**src/rtl/id_serial_issue_if.sv**
```systemverilog
// Handshake bundle between decode (ID), the issue register and EXE.
// slave  : the issue register's view (accepts from ID, drives the EXE slot).
// master : the surrounding pipeline's view (decode drives, EXE consumes).
interface id_serial_issue_if #(
  parameter int PAYLOAD_W = 160
);
  logic                 in_valid;
  logic                 in_ready;
  logic [PAYLOAD_W-1:0] in_payload;
  logic                 in_serialize;
  logic                 in_notify;
  logic                 out_valid;
  logic                 out_ready;
  logic [PAYLOAD_W-1:0] out_payload;
  logic                 out_marker;

  modport slave (
    input  in_valid, in_payload, in_serialize, in_notify, out_ready,
    output in_ready, out_valid, out_payload, out_marker
  );

  modport master (
    output in_valid, in_payload, in_serialize, in_notify, out_ready,
    input  in_ready, out_valid, out_payload, out_marker
  );
endinterface

```
**src/rtl/id_serial_issue.sv**
```systemverilog
// Decode-to-execute issue register with a serializing-instruction sequencer.
// A serializing instruction (syscall, LL, SC) is issued as a marker, followed by
// BUBBLES empty EXE cycles, then a one-cycle NOTIFY that consumes it from ID and
// raises SYS when the simulator must service it.
// Optional macro ID_PERF_CNT_EN builds the serialize / bubble performance counters.
module id_serial_issue #(
  parameter int PAYLOAD_W = 160,
  parameter int BUBBLES   = 3,
  parameter int CNT_W     = 4
) (
  input  logic                 CLK,
  input  logic                 RESET,
  id_serial_issue_if.slave     bus,
  input  logic                 flush,
  output logic                 SYS,
  output logic                 WANT_FREEZE,
  output logic [31:0]          perf_serial_cnt,
  output logic [31:0]          perf_bubble_cnt
);

  localparam logic [1:0] S_IDLE   = 2'd0;
  localparam logic [1:0] S_DRAIN  = 2'd1;
  localparam logic [1:0] S_NOTIFY = 2'd2;

  logic [1:0]           state;
  logic [CNT_W-1:0]     cnt;
  logic                 out_valid_p0;
  logic                 out_marker_p0;
  logic [PAYLOAD_W-1:0] out_payload_p0;
  logic                 load_en;
  logic                 is_serial;
  logic                 start_drain;

  assign load_en     = !out_valid_p0 || bus.out_ready;
  assign is_serial   = bus.in_valid && bus.in_serialize;
  assign start_drain = (state == S_IDLE) && !flush && load_en && is_serial;

  assign bus.out_valid   = out_valid_p0;
  assign bus.out_marker  = out_marker_p0;
  assign bus.out_payload = out_payload_p0;

  // ID acknowledge, fetch freeze and simulator request from state and inputs
  always_comb begin
    bus.in_ready = 1'b0;
    WANT_FREEZE  = 1'b0;
    SYS          = 1'b0;
    unique case (state)
      S_IDLE: begin
        if (!flush) begin
          if (is_serial) WANT_FREEZE  = 1'b1;
          else           bus.in_ready = load_en;
        end
      end
      S_DRAIN: WANT_FREEZE = !flush;
      S_NOTIFY: begin
        // SYS is already committed here, so a same-cycle flush does not cancel it
        bus.in_ready = !flush;
        SYS          = bus.in_notify && bus.in_serialize;
      end
      default: ;
    endcase
  end

  // ---- stage p0: issue slot, sequencer state and bubble counter ----
  always_ff @(posedge CLK or negedge RESET) begin
    if (!RESET) begin
      state          <= S_IDLE;
      cnt            <= '0;
      out_valid_p0   <= 1'b0;
      out_marker_p0  <= 1'b0;
      out_payload_p0 <= '0;
    end else if (flush) begin
      state         <= S_IDLE;
      cnt           <= '0;
      out_valid_p0  <= 1'b0;
      out_marker_p0 <= 1'b0;
    end else begin
      case (state)
        S_IDLE: begin
          if (load_en) begin
            if (bus.in_valid) begin
              out_payload_p0 <= bus.in_payload;
              out_valid_p0   <= 1'b1;
              out_marker_p0  <= bus.in_serialize;
              if (bus.in_serialize) begin
                cnt   <= CNT_W'(BUBBLES);
                state <= S_DRAIN;
              end
            end else begin
              out_valid_p0  <= 1'b0;
              out_marker_p0 <= 1'b0;
            end
          end
        end
        S_DRAIN: begin
          // the marker leaves through the normal handshake; only empty cycles count
          if (out_valid_p0) begin
            if (bus.out_ready) begin
              out_valid_p0  <= 1'b0;
              out_marker_p0 <= 1'b0;
            end
          end else if (cnt <= CNT_W'(1)) begin
            cnt   <= '0;
            state <= S_NOTIFY;
          end else begin
            cnt <= cnt - CNT_W'(1);
          end
        end
        S_NOTIFY: state <= S_IDLE;
        default:  state <= S_IDLE;
      endcase
    end
  end

`ifdef ID_PERF_CNT_EN
  logic [31:0] serial_cnt;
  logic [31:0] bubble_cnt;

  // event counters; flush does not reset them, they wrap naturally
  always_ff @(posedge CLK or negedge RESET) begin
    if (!RESET) begin
      serial_cnt <= '0;
      bubble_cnt <= '0;
    end else begin
      if (start_drain) serial_cnt <= serial_cnt + 32'd1;
      if ((state == S_DRAIN) && !out_valid_p0) bubble_cnt <= bubble_cnt + 32'd1;
    end
  end

  assign perf_serial_cnt = serial_cnt;
  assign perf_bubble_cnt = bubble_cnt;
`else
  logic unused_perf;
  assign unused_perf     = start_drain;
  assign perf_serial_cnt = '0;
  assign perf_bubble_cnt = '0;
`endif

endmodule

```
**src/flat_wrapper.sv**
```systemverilog
// flat-port wrapper written by rule: the top's interface ports become plain ports
module id_serial_issue_flat 
#(
  parameter int PAYLOAD_W = 160,
  parameter int BUBBLES   = 3,
  parameter int CNT_W     = 4
)
  (CLK, RESET, flush, SYS, WANT_FREEZE, perf_serial_cnt, perf_bubble_cnt, bus_in_valid, bus_in_payload, bus_in_serialize, bus_in_notify, bus_out_ready, bus_in_ready, bus_out_valid, bus_out_payload, bus_out_marker);
  id_serial_issue_if #(.PAYLOAD_W(PAYLOAD_W)) bus_i ();
  input  logic CLK;
  input  logic RESET;
  input  logic flush;
  output logic SYS;
  output logic WANT_FREEZE;
  output logic [31:0] perf_serial_cnt;
  output logic [31:0] perf_bubble_cnt;
  input wire logic [$bits(bus_i.in_valid)-1:0] bus_in_valid;
  input wire logic [$bits(bus_i.in_payload)-1:0] bus_in_payload;
  input wire logic [$bits(bus_i.in_serialize)-1:0] bus_in_serialize;
  input wire logic [$bits(bus_i.in_notify)-1:0] bus_in_notify;
  input wire logic [$bits(bus_i.out_ready)-1:0] bus_out_ready;
  output wire logic [$bits(bus_i.in_ready)-1:0] bus_in_ready;
  output wire logic [$bits(bus_i.out_valid)-1:0] bus_out_valid;
  output wire logic [$bits(bus_i.out_payload)-1:0] bus_out_payload;
  output wire logic [$bits(bus_i.out_marker)-1:0] bus_out_marker;
  assign bus_i.in_valid = bus_in_valid;
  assign bus_i.in_payload = bus_in_payload;
  assign bus_i.in_serialize = bus_in_serialize;
  assign bus_i.in_notify = bus_in_notify;
  assign bus_i.out_ready = bus_out_ready;
  assign bus_in_ready = bus_i.in_ready;
  assign bus_out_valid = bus_i.out_valid;
  assign bus_out_payload = bus_i.out_payload;
  assign bus_out_marker = bus_i.out_marker;
  id_serial_issue #(.PAYLOAD_W(PAYLOAD_W), .BUBBLES(BUBBLES), .CNT_W(CNT_W)) u_core (.CLK(CLK), .RESET(RESET), .bus(bus_i), .flush(flush), .SYS(SYS), .WANT_FREEZE(WANT_FREEZE), .perf_serial_cnt(perf_serial_cnt), .perf_bubble_cnt(perf_bubble_cnt));
endmodule
```
**config.mk**
```make
export PLATFORM = sky130hd
export DESIGN_NAME = id_serial_issue_flat
export DESIGN_NICKNAME = d
export VERILOG_FILES = /design/src/rtl/id_serial_issue_if.sv /design/src/rtl/id_serial_issue.sv /design/src/flat_wrapper.sv
export SDC_FILE = /design/constraint.sdc
export NUM_CORES = 1
export LEC_CHECK = 0
export ABC_AREA = 1
export CAP_MARGIN = 20
export CELL_PAD_IN_SITES_DETAIL_PLACEMENT = 1
export CELL_PAD_IN_SITES_GLOBAL_PLACEMENT = 1
export CORE_ASPECT_RATIO = 1.25
export CORE_MARGIN = 1
export CORE_UTILIZATION = 32
export DETAILED_ROUTE_END_ITERATION = 10
export PLACE_DENSITY = 0.88
export SYNTH_ARGS = -nofsm -noshare
export SYNTH_HDL_FRONTEND = slang
export SYNTH_SLANG_ARGS = --single-unit
```
**constraint.sdc**
```tcl
create_clock -name CLK -period 3.2 [get_ports CLK]
set_clock_uncertainty 0.2 [all_clocks]
set_input_delay 0.32 -clock CLK [delete_from_list [all_inputs] [get_ports CLK]]
set_output_delay 0.32 -clock CLK [all_outputs]
set_load 0.03 [all_outputs]
```
==> impl_metrics.csv <==
group,metric,value,unit
setup_path,critical_path.most_common_cell,"inv_2",
synth,post-synth-top-area-fraction,52.8,%
synth,main_combinational_cell_family_by_area_after_synthesis,"buffers and inverters",
timing,fin_crit,2.66,ns
routing,drt-vias-per-instance,4.22,
placement,hpwl_after_detailed_placement,16.7,mm
floorplan,floorplan.die_area,0.0255,mm²
setup_path,worst-path-buf-inv,3,
power_and_ir_drop,power.leakage,5.86,nW
setup_path,slowest_delay,0.71,ns
routing,route.antenna.remaining_nets,0,
routing,route.vias.total,6291,
routing,wl_per_cell,15.0,µm
floorplan,design.core.area,0.0244,mm²
synth,synth_cells,822,
power_and_ir_drop,ir_drop,0.476,mV
final_layout,fin_util,48.6,%
setup_path,worstReg2RegStart,"u_core.bus.out_valid",
placement,place.detailed.instances,1458,
timing,worst_relative_slew_slack,57.6,%
global_routing,grt_max_degree,115,
final_layout,fill_cells,2777,
clock_tree,cts_root_buf,"clkbuf_16",
timing,hold-worst-slack,0.241,ns
synth,multiplexer_fraction_of_the_synthesized_cell_area,0,%
routing,detail_route.drc_violations,0,
clock_tree,tritoncts.num_buffers,17,
global_routing,grt_pass1_vias,6463,
synth,yosys_register_bits,168,
timing,timing.final.max_slew_violations,0,
clock_tree,clk_pin_slew_worst_paths,0.07,ns
global_routing,grt.met1_usage,18.0,%
setup_path,critical_path_class,"reg -> out",
timing,final_min_period_over_clock_period,83.2,%
clock_tree,clock_latency,0.42,ns
global_routing,grt.overflow.total,0,
synth,synth-adder-area-share,0.315,%
final_layout,final_cell_count_no_fill,1492,
synth,synth-xor-area-share,0.110,%
global_routing,gr-max-usage-layer,"met2",
job,timing.max_cap.violations,0,
clock_tree,cts_repair_resize_count,0,
status,status,"finished, final reports clean",
placement,gpl.final_weighted_congestion,0.804,
global_routing,global_route.usage.met2,32.4,%
final_layout,layout.area.seq,0.00420,mm²
global_routing,track_usage,17.5,%
synth,postSynthAreaPerCell,9.68,µm²
setup_path,cp_top_family,"buffers and inverters",
floorplan,die_w,143,µm
synth,number_of_warnings_issued_by_yosys,0,
global_routing,grt_use_met3,4.99,%
synth,netlist_area,0.00796,mm²
floorplan,dieHeight,178,µm
global_routing,grt_first_pass_wirelength,34.0,mm
final_layout,drive_above_1_share,16.5,%
setup_path,largest_fanout_on_the_critical_path,5,
synth,yosys-top-cells-area,"dfrtp_1 53%, o21ai_2 15%, nand2_1 8.6%",
global_routing,grt_antenna_before_repair,1,
timing,timing.setup.tns,0,ns
synth,synth.distinct_cells,24,
hold_path,hold-path-cell-count,3,
setup_path,worstSetupEndpointType,"primary output",
synth,synth-async-reset-ratio,100,%
power_and_ir_drop,power.density,1060,mW/mm²
synth,synth-edff-count,0,
synth,postSynth.topFlopCell,"dfrtp_1",
timing,rsz_0062_raised_after_global_routing,"false",
setup_path,cp_data_arrival_time,2.14,ns
synth,synth-compound-area-share,17.3,%
routing,detail_route.wirelength,22.4,mm
synth,synthDominantAreaCellType,"dfrtp_1",
setup_path,timing.reg2reg.worst_path_depth,7,
floorplan,io_pins,396,
timing,hold_viol_final,0,
timing,achievable-frequency,0.376,GHz
hold_path,min_to,"u_core.bus.out_payload[111]",
hold_path,holdCritPathClass,"in -> reg",
final_layout,num-nets-final,1317,
setup_path,worstSetupStartpointType,"flip-flop",
clock_tree,cts.htree.levels,4,
clock_tree,post_cts.repair.setup_buffers,0,
routing,firstDrtPassIters,4,
setup_path,worst_path_max_delay_cell,"clkdlybuf4s50_1",
floorplan,floorplan.initialDensity,32.6,%
setup_path,worstReg2RegEnd,"u_core.bus.out_payload[151]",
hold_path,worstHoldStart,"bus_in_payload[111]",
clock_tree,clock_path_buffers,2,
placement,io_buffer_count,331,
clock_tree,clock_tree_from_tritoncts,"yes",
timing,report.final.setup_viol,0,
setup_path,flop2flop_setup_slack,1.17,ns
final_layout,multi_input_comb_area,0.00247,mm²
clock_tree,cts_sinks,168,
synth,synth-seq-area-share,52.8,%
routing,drt_iter0_markers,169,
floorplan,placementRows,64,
setup_path,required_arrival_time_at_the_worst_endpoint,2.68,ns
final_layout,synthToLayoutAreaGrowth,49.2,%
timing,worst-slew-pin-transition,0.636,ns
setup_path,worstPathCellList,"inv_2 > nor2_2 > inv_2 > nand2_1 > a211oi_1 > clkdlybuf4s50_1",
synth,post_synth_and_or_nand_nor_area_fraction,10.4,%
[worst min-delay path, cell delays in order]
cell             delay (ns)
clkdlybuf4s50_1        0.39
inv_1                  0.06
o21ai_2                0.05
[repair_timing]
action                                  in CTS  in global routing
endpoints found under the hold margin       63                  0
hold buffers                                 1                  0
endpoints found under the setup margin       0                  0
[flip-flops by register name, summed over array words and instances, names as in the netlist]
name,cells
u_core.state,2
u_core.bus.out_valid,1
u_core.bus.out_marker,1
u_core.bus.out_payload,160
u_core.cnt,4
[through the flow]
stage                     total power [W]  area [µm²]  setup WS (ns)
after floorplan                   0.00766        8190           1.15
after global placement             0.0102       11200          0.698
after detailed placement           0.0104       11200          0.656
after CTS                          0.0127       11900          0.493
after global routing               0.0133       11900          0.460
final                              0.0126       11900          0.538
[cells by family (layout without fill, tap and decap cells)]
kind of cell	Yosys count	after routing
AOI/OAI and AO/OA	169	169
xor gates and xnor gates	1	1
adders and majority gates	2	2
buffers and inverters	273	549
DFF	168	168
other	1	65
and+or+nand+nor	208	208
[routing by layer]
| layer | wire (µm) | part of all wire (%) | up-vias |
|---|---|---|---|
| li1 | - | - | 2999 |
| met1 | 7900 | 35 | 3009 |
| met2 | 12100 | 54 | 245 |
| met3 | 1650 | 7.4 | 38 |
| met4 | 697 | 3.1 | 0 |
| met5 | 0 | 0 | - |
[area by class of cell]
cell class                 instances  share of cell area, %
inverter                         173                   5.48
clock inverter                    10                   1.40
clock buffer                      22                   3.99
tap                              330                   3.48
timing repair buffer             344                   29.4
sequential                       168                   35.4
antenna                            1                 0.0211
multi-input combinational        444                   20.8
[where the power goes]
group          internal [W]  switching (W)
clock network       0.00138       0.000870
logic               0.00264        0.00392
registers           0.00316       0.000597
total               0.00718        0.00539
[layout by cell type, fill, tap and decap left out]
cell type and n:
a21oi_1 2, nor3_1 1, nand3_1 11, inv_2 3, clkbuf_1 2, buf_6 1, inv_6 1, dfrtp_1 168
buf_12 6, bufinv_16 4, a211oi_1 1, diode_2 1, xor2_1 1, clkbuf_16 17, ha_1 2, nor4_1 1
clkinvlp_4 2, buf_4 6, o21ai_1 12, conb_1 64, nand4_1 1, clkinv_4 2, inv_1 169, nor2_1 6
nand2_1 183, nor2_2 4, nand3_4 1, clkbuf_8 3, clkinv_2 2, dlygate4sd3_1 1, o21ai_0 14, clkdlybuf4s50_1 330
o21ai_2 140
[synthesized netlist by cell type, types with 2 or more instances]
library cell / instances
nand2_1: 183
inv_1: 169
dfrtp_1: 168
o21ai_2: 140
buf_4: 64
buf_6: 33
o21ai_0: 14
o21ai_1: 12
nand3_1: 11
nor2_1: 6
nor2_2: 4
inv_2: 3
a21oi_1: 2
clkbuf_1: 2
ha_1: 2
[worst max path at each step]
stage / cells past startpoint / slack [ns] / to / from
after floorplan: 5 / 1.15 / bus_in_ready / u_core.bus.out_valid
after global placement: 6 / 0.70 / bus_in_ready / bus_out_ready
after detailed placement: 6 / 0.66 / bus_in_ready / bus_out_ready
after CTS: 6 / 0.49 / bus_in_ready / u_core.bus.out_valid
after global routing: 6 / 0.46 / bus_in_ready / u_core.bus.out_valid
final: 6 / 0.54 / bus_in_ready / u_core.bus.out_valid
No activity file was read; power rests on OpenSTA's default activity.
==> RTL edit 1 (same settings) <==
`CNT_W` is set to 4 in 2 places; all go to 6.
--- a/src/rtl/id_serial_issue.sv
+++ b/src/rtl/id_serial_issue.sv
@@ -8,3 +8,3 @@
   parameter int BUBBLES   = 3,
-  parameter int CNT_W     = 4
+  parameter int CNT_W     = 6
 ) (
--- a/src/flat_wrapper.sv
+++ b/src/flat_wrapper.sv
@@ -5,3 +5,3 @@
   parameter int BUBBLES   = 3,
-  parameter int CNT_W     = 4
+  parameter int CNT_W     = 6
 )
Behaviour: no difference found for any inputs over 4 cycles, from zero or initial values and one cycle with RESET low; that may be too few to reach the edited logic, so the function may still have changed.
==> RTL edit 1 against the unedited design <==
Cell area rose by 0.45%. Routed wire length up 3.2%. Setup slack worse by 0.14 ns. Total power is 1.9% higher. Sequential cell count grew 2. Combinational power grew 2%. Area after synthesis increased by 1.1%. Register-to-register slack worse by 0.21 ns.
==> RTL edit 1: results (changes against the unedited design) <==
- Largest net degree at the start of global routing: 123 (+7.0%)
- Status: finished clean
- Tightest Pin Transition: 0.714 ns (+0.0778 ns)
- Clk slew on worst S/H paths: approximately 0.06 ns
- Wire length of the first global-routing pass: 35.4 mm (+4.3%)
- Final WL: 23.1 mm (+3.2%)
- Initial drt markers: 167 (-1.2%)
- Post-synth cell types: 24 (unchanged)
- Critical Path End: WANT_FREEZE
- Ranking of synthesized cells by area: dfrtp_1 53%, o21ai_2 15%, nand2_1 8.3%, inv_1 7.7%, buf_4 6.0%
- Remaining global-route overflow: 0 (unchanged)
- Cts hold-fix bufs: 1 (unchanged)
- Initial DRT Pass Iterations: 4 (unchanged)
- Crit path launch: u_core.state[1]$_DFFE_PN0P_
- Met3 Track Usage GR: 5.40% (+0.40 points)
- Synth warnings: 0 (unchanged)
- Worst hold path class: in -> reg
- Met2 usage: 34.0% (+1.5 points)
- DP Worst Slack: 0.676 ns (+0.0194 ns)
- Worst R2R Setup Slack: 0.96 ns (-0.21 ns)
- Sw Share: 43.3% (+0.42 points)
- RR Startpoint: u_core.bus.out_valid$_DFFE_PN0P_
- Per-cell routed wire length: 15.5 um (+3.1%)
- Capturing point of the worst reg2reg path: u_core.bus.out_payload[31]$_DFFE_PN0P_
- Seq/Total Area, Yosys: 52.9% (+0.063 points)
- Share of layout cells above drive strength 1: 16.7% (+0.13 points)
- Slowest-stage cell, CP: clkdlybuf4s50_1
- Inst Count DP: 1,461 (+0.21%)
- CP arrival: 2.28 ns (+0.14 ns)
- Num CTS Buffers: 17 (unchanged)
- Clk Latency, worst-skew pair: about 0.43 ns
- Leakage: 5.85 nW (about the same)
- Total GRT Usage: 18.2% (+0.71 points)
- RD Place Congestion: 0.807 (+0.37%)
- Synth top cells by count: 177 x nand2_1, 170 x dfrtp_1, 166 x inv_1
- Ant. Diodes: 0 (-1)
- Via count: 6,334 (+0.68%)
- Final WS setup: 0.398 ns (-0.140 ns)
- Post-Syn Instances: 825 (+0.36%)
- Worst vdd ir: 0.457 mV (-3.9%)
- Crit-path max FO: 5 (unchanged)
- GRT met1 Usage: 18.7% (+0.71 points)
- Initial antenna violation count: 0 (-1)
- Postcts setup bufs: 0 (unchanged)
- DPL Wire Length: 17.6 mm (+5.0%)
- Final net count: 1,320 (+0.23%)
- Vias in the first global route: 6,764 (+4.7%)
==> RTL edit 1: changes by cell type after synthesis, sizes merged, moves of 2 or more <==
cell,change
nand2,-5
nor2,+2
nand3,-3
dfrtp,+2
o21ai,-2
nor3,+2
o22ai,+2
a21oi,+8
inv,-2
==> RTL edit 1: power groups by stage <==
| stage | logic, mW | clock network [mW] | registers (mW) |
|---|---|---|---|
| after global routing | 7.18 | 2.38 | 3.98 |
| final | 6.73 | 2.23 | 3.84 |
| after floorplan | 2.01 | 0 | 5.83 |
| after CTS | 6.83 | 2.29 | 3.85 |
| after detailed placement | 6.79 | 0 | 3.86 |
| after global placement | 6.59 | 0 | 3.80 |
==> RTL edit 1: metrics by stage <==
stage,area [um2],total power [mW],hold WS (ns)
finish,11900,12.8,0.227
detailed placement,11300,10.7,0.153
global route,11900,13.5,0.213
global placement,11300,10.4,0.147
floorplan,8280,7.84,-0.176
CTS,11900,13.0,0.203
==> RTL edit 1: logic make-up after synthesis <==
family,synth area share [%]
simple gates,10.3
buf+inv,18.8
compound gates,17.7
other cells,0.0466
fa+ha+maj,0.311
flops,52.9
==> RTL edit 1: tightest hold or removal path: stages <==
cell	delay (ns)
clkdlybuf4s50_1	0.39
inv_1	0.05
o21ai_1	0.06
==> RTL edit 1: cell type report <==
| cell class | count | area (um2) |
|---|---|---|
| tap | 330 | 413 |
| multi-input combinational | 448 | 2510 |
| clock buffer | 22 | 464 |
| inverter | 170 | 638 |
| timing repair buffer | 344 | 3480 |
| sequential | 170 | 4250 |
| clock inverter | 10 | 166 |
| fill | 2802 | 12700 |
==> RTL edit 1: layer usage <==
| metal | part of all wire, % | vias to the layer above |
|---|---|---|
| met2 | 55 | 247 |
| met1 | 35 | 3025 |
| met4 | 2.6 | 0 |
| met3 | 7.0 | 40 |
| met5 | 0 | - |
| li1 | - | 3022 |
==> RTL edit 1: how the worst min path moves through the flow <==
stage	start	end	slack [ns]	depth (start not counted)
floorplan	RESET	u_core.bus.out_marker$_DFFE_PN0P_	-0.18	0
global placement	RESET	u_core.bus.out_payload[31]$_DFFE_PN0P_	0.15	1
detailed placement	RESET	u_core.bus.out_payload[31]$_DFFE_PN0P_	0.15	1
CTS	bus_in_payload[83]	u_core.bus.out_payload[83]$_DFFE_PN0P_	0.20	3
global route	bus_in_payload[81]	u_core.bus.out_payload[81]$_DFFE_PN0P_	0.21	3
finish	bus_in_payload[83]	u_core.bus.out_payload[83]$_DFFE_PN0P_	0.23	3
==> RTL edit 2 (same flow settings) <==
Made on the original files. Build with the macro `ID_PERF_CNT_EN` defined.
--- a/src/rtl/id_serial_issue.sv
+++ b/src/rtl/id_serial_issue.sv
@@ -5,2 +5,4 @@
 // Optional macro ID_PERF_CNT_EN builds the serialize / bubble performance counters.
+`define ID_PERF_CNT_EN
+
 module id_serial_issue #(
Function: changed (a bounded check fails within 4 cycles, from zero or initial values and one cycle with RESET low).
==> RTL edit 2 against the unedited design <==
Count of clock-buffer cells in the layout grew 16. Largest cell class unchanged. Area after synthesis up 35%. Total power decreased by 17%. The run now ends with DRC left. Utilization about the same. Routed wire length increased by 76%. Highest routed layer unchanged. Cell area increased by 35%. Sequential cell count increased by 64. Setup slack got worse by 0.14 ns.
==> RTL edit 2: results (changes against the unedited design) <==
- Status: finished, violations left
- Failing checks: DRC
- Switch Pwr: 3.70 mW (-31%)
- # fillers: 3,877 (+40%)
- Wire length of the first global-routing pass: 61.4 mm (+81%)
- Met3 WL post-DR: 2.44 mm (+48%)
- Share of layout cells above drive strength 1: 4.32% (-12 points)
- Port bufs: 395 (+19%)
- Ranking of synthesized cells by area: dfrtp_1 54%, nand2_1 21%, nand3_1 9.0%, nor2_1 3.7%, inv_1 2.4%
- Worst vdd ir: 0.411 mV (-14%)
- CP arrival: 2.28 ns (+0.14 ns)
- GRT met1 Usage: 23.9% (+5.9 points)
- Crit-path max cell delay: 0.66 ns (-0.05 ns)
- DPL Wire Length: 28.5 mm (+70%)
- Crit-path max FO: 6 (+1)
- DRC viols: 26 (+26)
- Clk Latency, worst-skew pair: 0.55 ns (+0.13 ns)
- Num CTS Buffers: 27 (+10)
- Vias in the first global route: 11.5k (+78%)
- Met3 Track Usage GR: 4.50% (-0.49 points)
- Met1 WL: 14.3 mm (+81%)
- Total GRT Usage: 22.4% (+4.9 points)
- Initial antenna violation count: 0 (-1)
- Ant. Diodes: 0 (-1)
- Final WL: 39.5 mm (+76%)
- Post-synth cell types: 28 (+17%)
- RR Startpoint: u_core.state[0]$_DFFE_PN0P_
- Synth top cells by count: 606 x nand2_1, 232 x dfrtp_1, 193 x nand3_1
- Capturing point of the worst reg2reg path: u_core.bus.out_payload[38]$_DFFE_PN0P_
- Met2 usage: 42.9% (+10 points)
- Worst slew margin: 34.4% (-23 points)
-- RTL edit 2: final cells by class --
| class | instances | share of cell area [%] |
|---|---|---|
| repair buffers | 409 | 25.8 |
| well taps | 418 | 3.27 |
| flip-flops and latches | 232 | 36.3 |
| inverters | 70 | 1.64 |
| clock buffers | 38 | 4.86 |
| clock inverters | 11 | 0.876 |
| multi-input cells | 1000 | 27.2 |
-- RTL edit 2: cell families after synthesis --
kind of cell	synth area share (%)
buffers and inverters	5.57
xor gates and xnor gates	2.52
adders and majority gates	0.465
DFF	54.0
AOI/OAI and AO/OA	1.05
and+or+nand+nor	36.4
-- RTL edit 2: how the worst min path moves through the flow --
stage                   startpoint                                 endpoint  slack, ns  depth (start not counted)
6_report         bus_in_payload[2]    u_core.bus.out_payload[2]$_DFFE_PN0P_       0.13                          3
5_1_grt        bus_in_payload[135]  u_core.bus.out_payload[135]$_DFFE_PN0P_       0.12                          3
4_1_cts          bus_in_payload[2]    u_core.bus.out_payload[2]$_DFFE_PN0P_       0.09                          3
3_5_place_dp                 RESET   u_core.bus.out_payload[54]$_DFFE_PN0P_       0.14                          1
3_3_place_gp                 RESET  u_core.bus.out_payload[101]$_DFFE_PN0P_       0.14                          1
2_1_floorplan                RESET        u_core.bus.out_marker$_DFFE_PN0P_      -0.18                          0
-- RTL edit 2: metrics by stage --
step	hold slack, ns	cells	utilization, %	setup slack (ns)	total power, mW
3_5_place_dp	0.145	2128	45.8	0.619	7.30
2_1_floorplan	-0.176	1359	-	1.29	5.59
4_1_cts	0.0950	2178	48.7	0.366	10.6
5_1_grt	0.122	2178	48.7	0.282	10.9
3_3_place_gp	0.145	2128	45.8	0.734	7.17
6_report	0.126	2178	48.7	0.400	10.4
